===== src/rtl/mem_arbiter.sv =====
// Two-port (instruction/data) arbiter onto a single registered memory bus.
// Define MEM_ARB_RR_EN for round-robin arbitration; default is fixed data-port priority.
module mem_arbiter #(
  parameter int AW = 32,
  parameter int DW = 32
) (
  input  logic          clk,
  input  logic          rst,
  input  logic          i_req,
  input  logic [AW-1:0] i_addr,
  output logic [DW-1:0] i_rdata,
  output logic          i_ready,
  input  logic          d_read,
  input  logic          d_write,
  input  logic [AW-1:0] d_addr,
  input  logic [DW-1:0] d_wdata,
  output logic [DW-1:0] d_rdata,
  output logic          d_ready,
  output logic          mem_read,
  output logic          mem_write,
  output logic [AW-1:0] mem_addr,
  output logic [DW-1:0] mem_wdata,
  input  logic [DW-1:0] mem_rdata,
  input  logic          mem_ready,
  output logic          grant_d
);

  typedef enum logic [1:0] {IDLE, I_ACC, D_ACC} state_t;

  state_t state, state_nx;
  logic   i_rq, d_rq, pick_d;

  // A port whose ready pulse is high this cycle is still holding its request.
  assign i_rq = i_req & ~i_ready;
  assign d_rq = (d_read | d_write) & ~d_ready;

`ifdef MEM_ARB_RR_EN
  logic rr_pref_d;

  assign pick_d = d_rq & (~i_rq | rr_pref_d);

  // Pointer only moves when both ports compete; the loser is preferred next time.
  always_ff @(posedge clk or posedge rst) begin
    if (rst)                                rr_pref_d <= 1'b1;
    else if (state == IDLE && i_rq && d_rq) rr_pref_d <= ~pick_d;
  end
`else
  assign pick_d = d_rq;
`endif

  always_ff @(posedge clk or posedge rst) begin
    if (rst) state <= IDLE;
    else     state <= state_nx;
  end

  always_comb begin
    state_nx = state;
    case (state)
      IDLE: begin
        if (pick_d)    state_nx = D_ACC;
        else if (i_rq) state_nx = I_ACC;
      end
      I_ACC, D_ACC: if (mem_ready) state_nx = IDLE;
      default:      state_nx = IDLE;
    endcase
  end

  always_ff @(posedge clk or posedge rst) begin
    if (rst) begin
      mem_read  <= 1'b0;
      mem_write <= 1'b0;
      mem_addr  <= '0;
      mem_wdata <= '0;
      i_rdata   <= '0;
      d_rdata   <= '0;
      i_ready   <= 1'b0;
      d_ready   <= 1'b0;
    end else begin
      i_ready <= 1'b0;
      d_ready <= 1'b0;
      case (state)
        IDLE: begin
          if (pick_d) begin
            mem_addr  <= d_addr;
            mem_wdata <= d_wdata;
            mem_write <= d_write;
            mem_read  <= ~d_write;
          end else if (i_rq) begin
            mem_addr  <= i_addr;
            mem_read  <= 1'b1;
            mem_write <= 1'b0;
          end
        end
        I_ACC: if (mem_ready) begin
          i_rdata   <= mem_rdata;
          i_ready   <= 1'b1;
          mem_read  <= 1'b0;
          mem_write <= 1'b0;
        end
        D_ACC: if (mem_ready) begin
          d_rdata   <= mem_rdata;
          d_ready   <= 1'b1;
          mem_read  <= 1'b0;
          mem_write <= 1'b0;
        end
        default: ;
      endcase
    end
  end

  assign grant_d = (state == D_ACC);

endmodule


===== config.mk =====
export PLATFORM = sky130hd
export DESIGN_NAME = mem_arbiter
export DESIGN_NICKNAME = d
export VERILOG_FILES = /design/src/rtl/mem_arbiter.sv
export SDC_FILE = /design/constraint.sdc
export NUM_CORES = 1
export LEC_CHECK = 0
export CORE_MARGIN = 3
export CORE_UTILIZATION = 45
export CTS_CLUSTER_DIAMETER = 60
export CTS_CLUSTER_SIZE = 28
export DETAILED_ROUTE_END_ITERATION = 12
export PLACE_DENSITY = 0.89
export SLEW_MARGIN = 10
export SYNTH_ARGS = -nofsm -noshare
export SYNTH_HDL_FRONTEND = slang
export SYNTH_SLANG_ARGS = --single-unit
export TNS_END_PERCENT = 100

===== constraint.sdc =====
create_clock -name clk -period 8.6 [get_ports clk]
set_input_delay 1.72 -clock clk [delete_from_list [all_inputs] [get_ports clk]]
set_output_delay 1.72 -clock clk [all_outputs]
set_load 0.02 [all_outputs]

* Word level (Yosys, flattened, before mapping)
Index checks and enable logic that the tools add are counted.
** Storage, ports and cells
- Register bits :: 134
- Input bits :: 134
- Output and inout port bits :: 133
- Logic and storage cells :: 45
** Cells by class
- Eq/ne operators :: 4
- Multiplexer cells :: 16
- Bitwise gates (word level) :: 6
- Reductions and logical operators :: 10
** Operator list (number)
- 2-to-1 mux 32 bit :: 2
- AND reduction 2 bit :: 5
- 2-to-1 mux 1 bit :: 8
- 2-to-1 mux 2 bit :: 3
- one-hot mux 1 bit (2 select lines) :: 2
- one-hot mux 2 bit (2 select lines) :: 1
- nonzero test 2 bit :: 2
- != test 3 bit, second input constant :: 1
- inverter 1 bit :: 3
- AND reduction 3 bit :: 1
- bitwise AND 1 bit :: 2
- == test 2 x 1 -> 1 bit, second input constant :: 1
- == test 2 bit, second input constant :: 1
- zero test 2 bit :: 1
- != test 2 x 1 -> 1 bit, second input constant :: 1
- OR reduction 2 bit :: 1
- bitwise OR 1 bit :: 1

* Longest topological paths before layout
Gate-level depths: netlist of run 1.
- Depth after elaboration :: 5
- Depth in mapped cells :: 6
- Gate-level depth less buffers :: 5

* Worst setup path before layout of run 1
No wires, ideal clock.
- Kind :: input port to flip-flop
- From :: input d_write
- To :: register mem_addr[0]
- Setup time :: 125 ps
- Arrival time :: 2738 ps
- Data required time :: 8475 ps
- Path slack :: 5737 ps
- Stages :: 5
- Buffers on the path :: 2
- Cells stage by stage :: o21bai_1 -> buf_6 -> buf_6 -> mux2_4 -> mux2_4
** Between the ends
- Longest elaborated chain between the ends :: 4
- Elaborated cells between the ends (all ways) :: 5
- Those cells by class :: 1 x mux; 2 x bitwise; 2 x reduce/logical
** Ends and longest elaborated chain
- start, declared :: RTL line 14 : input logic d_write,
- bitwise OR 1 bit (*) :: RTL line 35 : assign d_rq = (d_read | d_write) & ~d_ready;
- bitwise AND 1 bit (*) :: RTL line 35
- nonzero test 2 bit (no source line)
- AND reduction 2 bit (no source line)
- end signal, assigned :: RTL line 84 : mem_addr <= d_addr;
- end signal, assigned :: RTL line 89 : mem_addr <= i_addr;
- end, declared :: RTL line 21 : output logic [AW-1:0] mem_addr,
Every way passes the cells marked *; elsewhere a longest branch is shown, timed or not.
A chain may end at the register's enable or synchronous reset.

* Worst setup path in the final report of run 1
- From :: register state[0]
- To :: output grant_d
** Between the ends
- Longest elaborated chain between the ends :: 1
** Ends and longest elaborated chain
- start, declared :: RTL line 30 : state_t state, state_nx;
- start signal, assigned :: RTL line 53 : else state <= state_nx;
- == test 2 bit :: RTL line 111 : assign grant_d = (state == D_ACC);
- end, declared :: RTL line 25 : output logic grant_d
No other way between the ends.

==> summary.md, run 1 <==
| Metric | Value |
|---|---|
| Status | complete, no violations |
| Die ar. | 14000 um2 |
| Adder-cell share of the synthesized area | 0.659% |
| Layout Cells excl Fill | 792 |
| Initial drt markers | 134 |
| Worst reg2reg startpoint | state[0] |
| Sum of negative setup slack | 0 ns |
| Crit Reg-Reg Endpoint | mem_addr[31] |
| Reg-to-reg slack, setup | 6.27 ns |
| Hold path endpoint | d_rdata[29] |
| GRT Total Usage | 22.9% |
| Hold path start | d_rdata[29] |
| Area grow syn2layout | 59.4% |
| Clock Sinks | 134 |
| Largest net degree at the start of global routing | 76 |
| Drt pass-1 iters | 4 |
| Commonest cells after routing, fill and taps aside | clkdlybuf4s50_1, dfrtp_1, mux2_2, mux2_4, clkbuf_16 |
| Final worst setup slack | 5.13 ns |
| Core ar. | 12200 um2 |
| Dpl ws | 4.62 ns |
| Multi-input gate area | 2200 um2 |
| # H-tree levels | 4 |
| GR Overflow Total | 0 |
| HP Class | reg -> reg |
| Final HPWL DP | 11300 um |
| Clock transition at path regs | 0.05 ns |
| Final Critical Period | 3.47 ns |
| Sequential Area | 3350 um2 |
| # setup viols final | 0 |
| CP Launch Type | flop |
| Post-Synth Simple-Gate Area | 0.637% |
| CP max FO | 3 |
| Synth Area in Compound Gates | 1.58% |
| XOR/XNOR Fraction of Synth Area | 0% |
| Row cnt | 40 |
| Synthesized cell area | 5700 um2 |
| Via/cell ratio | 4.93 |
| Largest family of logic cells by synthesized area | multiplexers |
| Final Power | 0.00372 W |
| Clock latency on the worst-skew pair | 0.41 ns |
| Yosys warnings | 0 |
| Worst Setup End Kind | output pin |
| Count of unique library cells instantiated by Yosys | 21 |
| CTS buffer count | 17 |
| Slew Viols, Final | 0 |
| Worst path required time | 6.88 ns |
| Hold Path Depth | 1 |
| Mux contribution to synthesized area | 35.5% |
| Slew headroom | 38.7% |
| Layout cell share with drive strength beyond 1 | 31.6% |
| Final Hold Vio Count | 0 |
| RSZ-0062 raised after global routing | false |
| Total Wirelength | 15600 um |
| WP data arrival | 1.75 ns |
| CTS tree | yes |
| Post-cts sizing count | 0 |
| Die height | 119 um |
| Max VDD drop | 0.000280 V |
| Nets@finish | 748 |
| ANT cells | 0 |
| Reg2Reg Depth | 6 |
| Final ANT Viol Nets | 0 |
| Worst Tran Pin Value | 0.919 ns |
| Boundary pin count | 267 |
| Syn Area/Cell | 16.9 um2 |
| Synth Instances | 337 |
| WL/cell | 19.7 um |
| Setup repair bufs after CTS | 0 |
| Leak | 3.93 nW |
| Initial antenna violation count | 0 |
| CTS Hold Bufs | 0 |
| GP Congestion | 0.762 |
| # fillers | 761 |
| Initial Util | 46.6% |
| Register area share after synthesis | 58.9% |
| Floorplan die width | 119 um |
| PortBufs | 266 |
| FF+latch count, synth | 134 |
| CTS root buf | clkbuf_16 |
| Clock Skew | 0.00467 ns |
| Clock Tree Buf Depth | 2 |
| Placed Cells | 760 |
| First-pass GRT wire length | 24900 um |
| Residual DRC count | 0 |
| Post-synth net total | 474 |
| Tcrit/Tclk final | 40.3% |
| Vias in the first global route | 4409 |
| Worst setup path category | reg -> out |
| Most common cell after layout, fill and taps aside | clkdlybuf4s50_1 |
| Routed vias | 3901 |
| Max cap viols | 0 |
| Fmax | 0.288 GHz |
| Pwr dens | 410 nW/um2 |
## worst max-delay path by stage
stage / slack (ns) / depth (start not counted) / endpoint / from
after detailed placement: 4.62 / 4 / mem_wdata[10] / d_write
after global placement: 4.69 / 4 / mem_wdata[1] / d_write
after global routing: 4.99 / 3 / grant_d / state[0]
after CTS: 5.01 / 4 / mem_wdata[10] / d_write
after floorplan: 3.30 / 1 / d_rdata[0] / rst
final: 5.13 / 3 / grant_d / state[0]
## Yosys cell counts, drive strengths merged
| master | n | share of area (%) |
|---|---|---|
| nand2b | 1 | 0.11 |
| mux2 | 160 | 35 |
| a211o | 1 | 0.15 |
| and2b | 1 | 0.13 |
| ha | 3 | 0.66 |
| inv | 7 | 0.46 |
| a32o | 3 | 0.53 |
| a2111oi | 1 | 0.15 |
| o2bb2ai | 1 | 0.15 |
| a21oi | 1 | 0.29 |
| mux2i | 1 | 0.18 |
| nand2 | 4 | 0.26 |
| buf | 16 | 2.3 |
| nor3b | 1 | 0.13 |
| o21bai | 1 | 0.13 |
| dfrtp | 134 | 59 |
| o21ba | 1 | 0.18 |
## per-stage QoR
stage	utilization (%)	area (um2)	hold WS (ns)
after floorplan	-	5700	0.491
after global placement	69.5	8490	0.477
after detailed placement	69.5	8490	0.492
after CTS	74.3	9080	0.505
after global routing	74.4	9080	0.516
final	74.4	9080	0.502
## sequential cells by signal (all words and copies together) (netlist names)
name / flops
d_rdata: 32
mem_wdata: 32
mem_read: 1
mem_write: 1
mem_addr: 32
i_rdata: 32
state: 2
i_ready: 1
d_ready: 1
## final cells by class
class | count | area share (%)
multi-input cells | 180 | 24.2
inverters | 7 | 0.317
clock buffers | 25 | 5.46
flip-flops and latches | 134 | 36.9
repair buffers | 271 | 29.7
clock inverters | 7 | 1.03
well taps | 168 | 2.31
## critical path, stage by stage, from the launching register on
cell and delay [ns]:
dfrtp_1 0.41, inv_1 0.09, ha_1 0.19, clkdlybuf4s50_1 0.65
## per-layer routing
layer / vias up / wire (um) / track usage, %
li1: 1751 / - / -
met1: 1953 / 5800 / 25.0
met2: 178 / 8150 / 40.1
met3: 19 / 1440 / 9.43
met4: 0 / 219 / 7.89
met5: - / 0 / 0
## power by group
group          leakage, nW  total, W  internal (W)  switching, W
Combinational         2.06   0.00187       0.00102      0.000849
Sequential            1.59   0.00114      0.000954      0.000181
Clock                0.283  0.000710      0.000457      0.000253
Total                 3.93   0.00372       0.00244       0.00128
## kinds of logic after synthesis
kind of cell,Yosys count
muxes,161
DFF,134
buffers and inverters,23
AOI/OAI and AO/OA,9
and+or+nand+nor,7
adders and majority gates,3
Note: power is estimated with default switching activity, not from simulation.
==> inputs of run 2 (changes only) <==
--- a/config.mk
+++ b/config.mk
@@ -6,11 +6,11 @@
 export NUM_CORES = 1
 export LEC_CHECK = 0
 export CORE_MARGIN = 3
-export CORE_UTILIZATION = 45
+export CORE_UTILIZATION = 37
 export CTS_CLUSTER_DIAMETER = 60
 export CTS_CLUSTER_SIZE = 28
 export DETAILED_ROUTE_END_ITERATION = 12
-export PLACE_DENSITY = 0.89
+export PLACE_DENSITY = 0.78
 export SLEW_MARGIN = 10
 export SYNTH_ARGS = -nofsm -noshare
 export SYNTH_HDL_FRONTEND = slang
==> constraint.sdc (replaced) <==
create_clock -name clk -period 3.1 [get_ports clk]
set_input_delay 0.62 -clock clk [delete_from_list [all_inputs] [get_ports clk]]
set_output_delay 0.62 -clock clk [all_outputs]
set_load 0.02 [all_outputs]
==> run 2 against run 1 <==
Compared with the run above: routed wire length down 2.6%; clock power rose to 2.9 times the previous value; register-to-register slack worse by 5.0 ns; worst setup slack got worse by 4.4 ns.
==> summary.md, run 2 (synthesis results as in run 1) <==
| Metric | Value |
|---|---|
| Worst setup path category | reg -> out |
| Residual DRC count | 0 |
| WP data arrival | 1.74 ns |
| First-pass GRT wire length | 23300 um |
| Area grow syn2layout | 61.5% |
| GP Congestion | 0.729 |
| Via/cell ratio | 4.81 |
| WL/cell | 18.8 um |
| CP max FO | 3 |
| RSZ-0062 raised after global routing | false |
| Final ANT Viol Nets | 0 |
| Vias in the first global route | 4394 |
| Status | complete, no violations |
| Nets@finish | 750 |
| CTS tree | yes |
| CTS buffer count | 17 |
| Floorplan die width | 130 um |
| Row cnt | 44 |
| Post-cts sizing count | 0 |
| Worst Setup End Kind | output pin |
| Initial antenna violation count | 0 |
| # setup viols final | 0 |
| Layout cell share with drive strength beyond 1 | 32.3% |
| Tcrit/Tclk final | 76.1% |
| Hold path start | mem_addr[28] |
| Clock latency on the worst-skew pair | 0.41 ns |
| CTS root buf | clkbuf_16 |
| Sum of negative setup slack | 0 ns |
| CP Launch Type | flop |
| PortBufs | 266 |
| Drt pass-1 iters | 4 |
| Final Hold Vio Count | 0 |
| Commonest cells after routing, fill and taps aside | clkdlybuf4s50_1, dfrtp_1, mux2_2, mux2_4, clkbuf_16 |
| Routed vias | 3895 |
| # H-tree levels | 4 |
| Slew Viols, Final | 0 |
| Boundary pin count | 267 |
| Worst reg2reg startpoint | state[0] |
| CTS Hold Bufs | 0 |
| GR Overflow Total | 0 |
| HP Class | reg -> reg |
| Slew headroom | 54.5% |
| Fmax | 0.424 GHz |
| Most common cell after layout, fill and taps aside | clkdlybuf4s50_1 |
| Die ar. | 16900 um2 |
| Max cap viols | 0 |
| Leak | 3.97 nW |
| GRT Total Usage | 17.9% |
| Final Critical Period | 2.36 ns |
| Initial Util | 38.5% |
| Worst Tran Pin Value | 0.681 ns |
| Pwr dens | 1130 nW/um2 |
| Clock transition at path regs | 0.06 ns |
| Total Wirelength | 15200 um |
| Clock Skew | 0.00959 ns |
| Core ar. | 14800 um2 |
| Final HPWL DP | 11200 um |
| Setup repair bufs after CTS | 0 |
| ANT cells | 0 |
| Largest net degree at the start of global routing | 62 |
| CP Launch Point | state[0] |
| Die height | 130 um |
| Initial drt markers | 96 |
| Max VDD drop | 0.000582 V |
| Post-Route Utilization | 62.1% |
| Worst path required time | 2.48 ns |
| Clock Tree Buf Depth | 2 |
| Clock Sinks | 134 |
[run 2: path summary, 6_finish.rpt]
kind                                       to  slack [ns]  cells past startpoint
worst max-delay path                  grant_d        0.74                      3
worst min-delay path             mem_addr[28]        0.49                      1
worst max register to register   mem_addr[30]        1.28                      6
worst min register to register   mem_addr[28]        0.49                      1
max in group asynchronous         d_rdata[25]        1.69                      3
min in group asynchronous       mem_wdata[17]        0.66                      2
[run 2: metal layers]
| layer | global-route usage, % | vias to the layer above | wire, um |
|---|---|---|---|
| met3 | 7.41 | 17 | 1620 |
| met4 | 6.36 | 0 | 236 |
| li1 | - | 1758 | - |
| met1 | 20.4 | 1937 | 5730 |
| met5 | 0 | - | 0 |
| met2 | 30.3 | 183 | 7620 |
[run 2: layout make-up]
class	count	area, um2
fill	1107	5610
tap	184	230
clock buffer	19	453
inverter	7	30.0
timing repair buffer	273	2770
clock inverter	13	169
sequential	134	3350
multi-input combinational	180	2200
[run 2: where the power goes]
group	total (W)	switching [W]	internal, W	leakage, nW
registers	0.00312	0.000477	0.00264	1.59
clock network	0.00209	0.000773	0.00132	0.305
logic	0.00519	0.00231	0.00288	2.08
total	0.0104	0.00356	0.00684	3.97
[run 2: worst max-delay path: stages, from the launching register on]
cell             delay (ns)
dfrtp_1                0.40
inv_1                  0.09
ha_1                   0.19
clkdlybuf4s50_1        0.66
[run 2: stage by stage]
stage	instances	cell area, um2	hold slack, ns	setup WS [ns]	total power, W
finish	810	9200	0.490	0.741	0.0104
global route	810	9200	0.515	0.652	0.0110
CTS	810	9200	0.494	0.685	0.0105
detailed placement	778	8580	0.481	0.639	0.00838
global placement	778	8580	0.486	0.666	0.00823
floorplan	337	5700	0.491	0.815	0.00600
==> inputs of run 3 (changes only) <==
==> constraint.sdc (replaced) <==
create_clock -name clk -period 1.9 [get_ports clk]
set_input_delay 0.38 -clock clk [delete_from_list [all_inputs] [get_ports clk]]
set_output_delay 0.38 -clock clk [all_outputs]
set_load 0.02 [all_outputs]
==> run 3 against run 2 <==
Compared with the run above: count of clock-buffer cells in the layout grew 1; critical path depth shrank 2; sequential share of layout area shrank 0.30 points; register-to-register slack lost 1.0 ns; sequential power grew 63%.
==> summary.md, run 3 (synthesis results as in run 1) <==
| Metric | Value |
|---|---|
| Initial antenna violation count | 0 |
| Fmax | 0.550 GHz |
| Worst Tran Pin Value | 0.527 ns |
| Layout Cells excl Fill | 818 |
| Area grow syn2layout | 62.8% |
| Core ar. | 14800 um2 |
| PortBufs | 266 |
| M1 WL | 5530 um |
| Residual DRC count | 0 |
| Crit path largest cell delay | 0.62 ns |
| Worst-path cell chain | clkdlybuf4s50_1 |
| Cell family with most CP delay | buffers and inverters |
| Placed Cells | 786 |
| CP max FO | 2 |
| Boundary pin count | 267 |
| # setup viols final | 0 |
| GR Overflow Total | 0 |
| ANT cells | 0 |
| Die ar. | 16900 um2 |
| Commonest cells after routing, fill and taps aside | clkdlybuf4s50_1, dfrtp_1, mux2_2, mux2_4, clkbuf_16 |
| Clock Sinks | 134 |
| # H-tree levels | 4 |
| Crit Reg-Reg Endpoint | mem_wdata[7] |
| Via/cell ratio | 4.76 |
| Placed inst area | 8670 um2 |
| Met2 wire len | 7670 um |
| Worst setup path category | reg -> out |
| Slew headroom | 64.8% |
| Leak | 4.02 nW |
| Floorplan die width | 130 um |
| Sum of negative setup slack | 0 ns |
| Initial Util | 38.5% |
| Setup repair bufs after CTS | 0 |
| Tcrit/Tclk final | 95.8% |
| Nets@finish | 758 |
| Initial drt markers | 83 |
| GRT Total Usage | 17.8% |
| Final HPWL DP | 11400 um |
| # fillers | 1088 |
| CTS tree | yes |
| Final Critical Period | 1.82 ns |
| CP Launch Type | flop |
| Met3 WL | 1780 um |
| Worst path buffer plus inverter count | 1 |
| Final Cell Area | 9270 um2 |
| CTS root buf | clkbuf_16 |
| Clock Tree Buf Depth | 2 |
| Final Hold Vio Count | 0 |
| Top sig layer | met4 |
| Drt pass-1 iters | 4 |
| Post-cts sizing count | 1 |
| Slew Viols, Final | 0 |
| Largest net degree at the start of global routing | 93 |
| Max VDD drop | 0.00114 V |
| Max cap viols | 0 |
| First-pass GRT wire length | 22800 um |
| CP max-delay cell | clkdlybuf4s50_1 |
| RSZ-0062 raised after global routing | false |
| Clock transition at path regs | 0.06 ns |
| CTS buffer count | 17 |
| WL/cell | 18.6 um |
| Status | complete, no violations |
| Routed vias | 3897 |
| Reg-to-reg slack, setup | 0.28 ns |
| Clock Skew | 0.00996 ns |
| Vias in the first global route | 4440 |
| Worst reg2reg startpoint | state[0] |
| Die height | 130 um |
| CTS Hold Bufs | 0 |
| Total Wirelength | 15200 um |
| GP Congestion | 0.762 |
| WP data arrival | 1.44 ns |
| Worst Setup End Kind | output pin |
| Clock latency on the worst-skew pair | 0.41 ns |
| Final ANT Viol Nets | 0 |
| Most common cell after layout, fill and taps aside | clkdlybuf4s50_1 |
| HP Class | in -> async |
| Pwr dens | 1830 nW/um2 |
| Reg2Reg Depth | 6 |
| Row cnt | 44 |
| Worst path required time | 1.52 ns |
| Layout cell share with drive strength beyond 1 | 33.0% |
run 3: changes by cell type in the layout (fill, tap and decap cells not counted), sizes merged:
cell / before / now
buf: 7 / 15
clkdlybuf4s50: 266 / 264
clkinv: 5 / 3
clkinvlp: 2 / 4
bufinv: 3 / 2
clkbuf: 19 / 20
clkdlybuf4s15: 0 / 1
dlymetal6s2s: 0 / 1
run 3: layout make-up:
cell class | instances | area (um2) | area share [%]
repair buffers | 281 | 2870 | 30.9
multi-input cells | 180 | 2200 | 23.7
well taps | 184 | 230 | 2.48
clock inverters | 12 | 140 | 1.51
inverters | 7 | 30.0 | 0.324
flip-flops and latches | 134 | 3350 | 36.2
clock buffers | 20 | 457 | 4.93
run 3: worst max path at each step:
stage / from / to / cells after the start
after floorplan: rst / d_rdata[0] / 1
after global placement: d_write / mem_addr[20] / 5
after detailed placement: d_write / mem_addr[25] / 5
after CTS: d_ready / d_ready / 1
after global routing: state[0] / grant_d / 3
final: d_rdata[10] / d_rdata[10] / 1
run 3: power breakdown:
part / switching, W / internal (W)
combinational: 0.00379 / 0.00481
clock: 0.00126 / 0.00202
sequential: 0.000766 / 0.00432
run 3: per-layer routing:
metal	track usage, %	vias up
li1	-	1767
met2	30.7	184
met1	18.3	1931
met4	6.30	0
met5	0	-
met3	9.62	15
run 3: through the flow:
stage	hold slack (ns)	utilization [%]	power [W]	setup slack, ns
after CTS	0.504	62.6	0.0172	0.00153
final	0.453	62.6	0.0170	0.0805
after detailed placement	0.490	58.6	0.0138	-0.280
after global placement	0.471	58.6	0.0136	-0.216
after global routing	0.509	62.6	0.0178	0.00662
after floorplan	0.491	-	0.00979	-0.145
run 3: worst reg2reg max path: stages, from the launching register on:
cell	delay [ns]
dfrtp_1	0.37
inv_1	0.07
ha_1	0.21
buf_4	0.16
nand2_1	0.10
buf_12	0.21
mux2_2	0.38
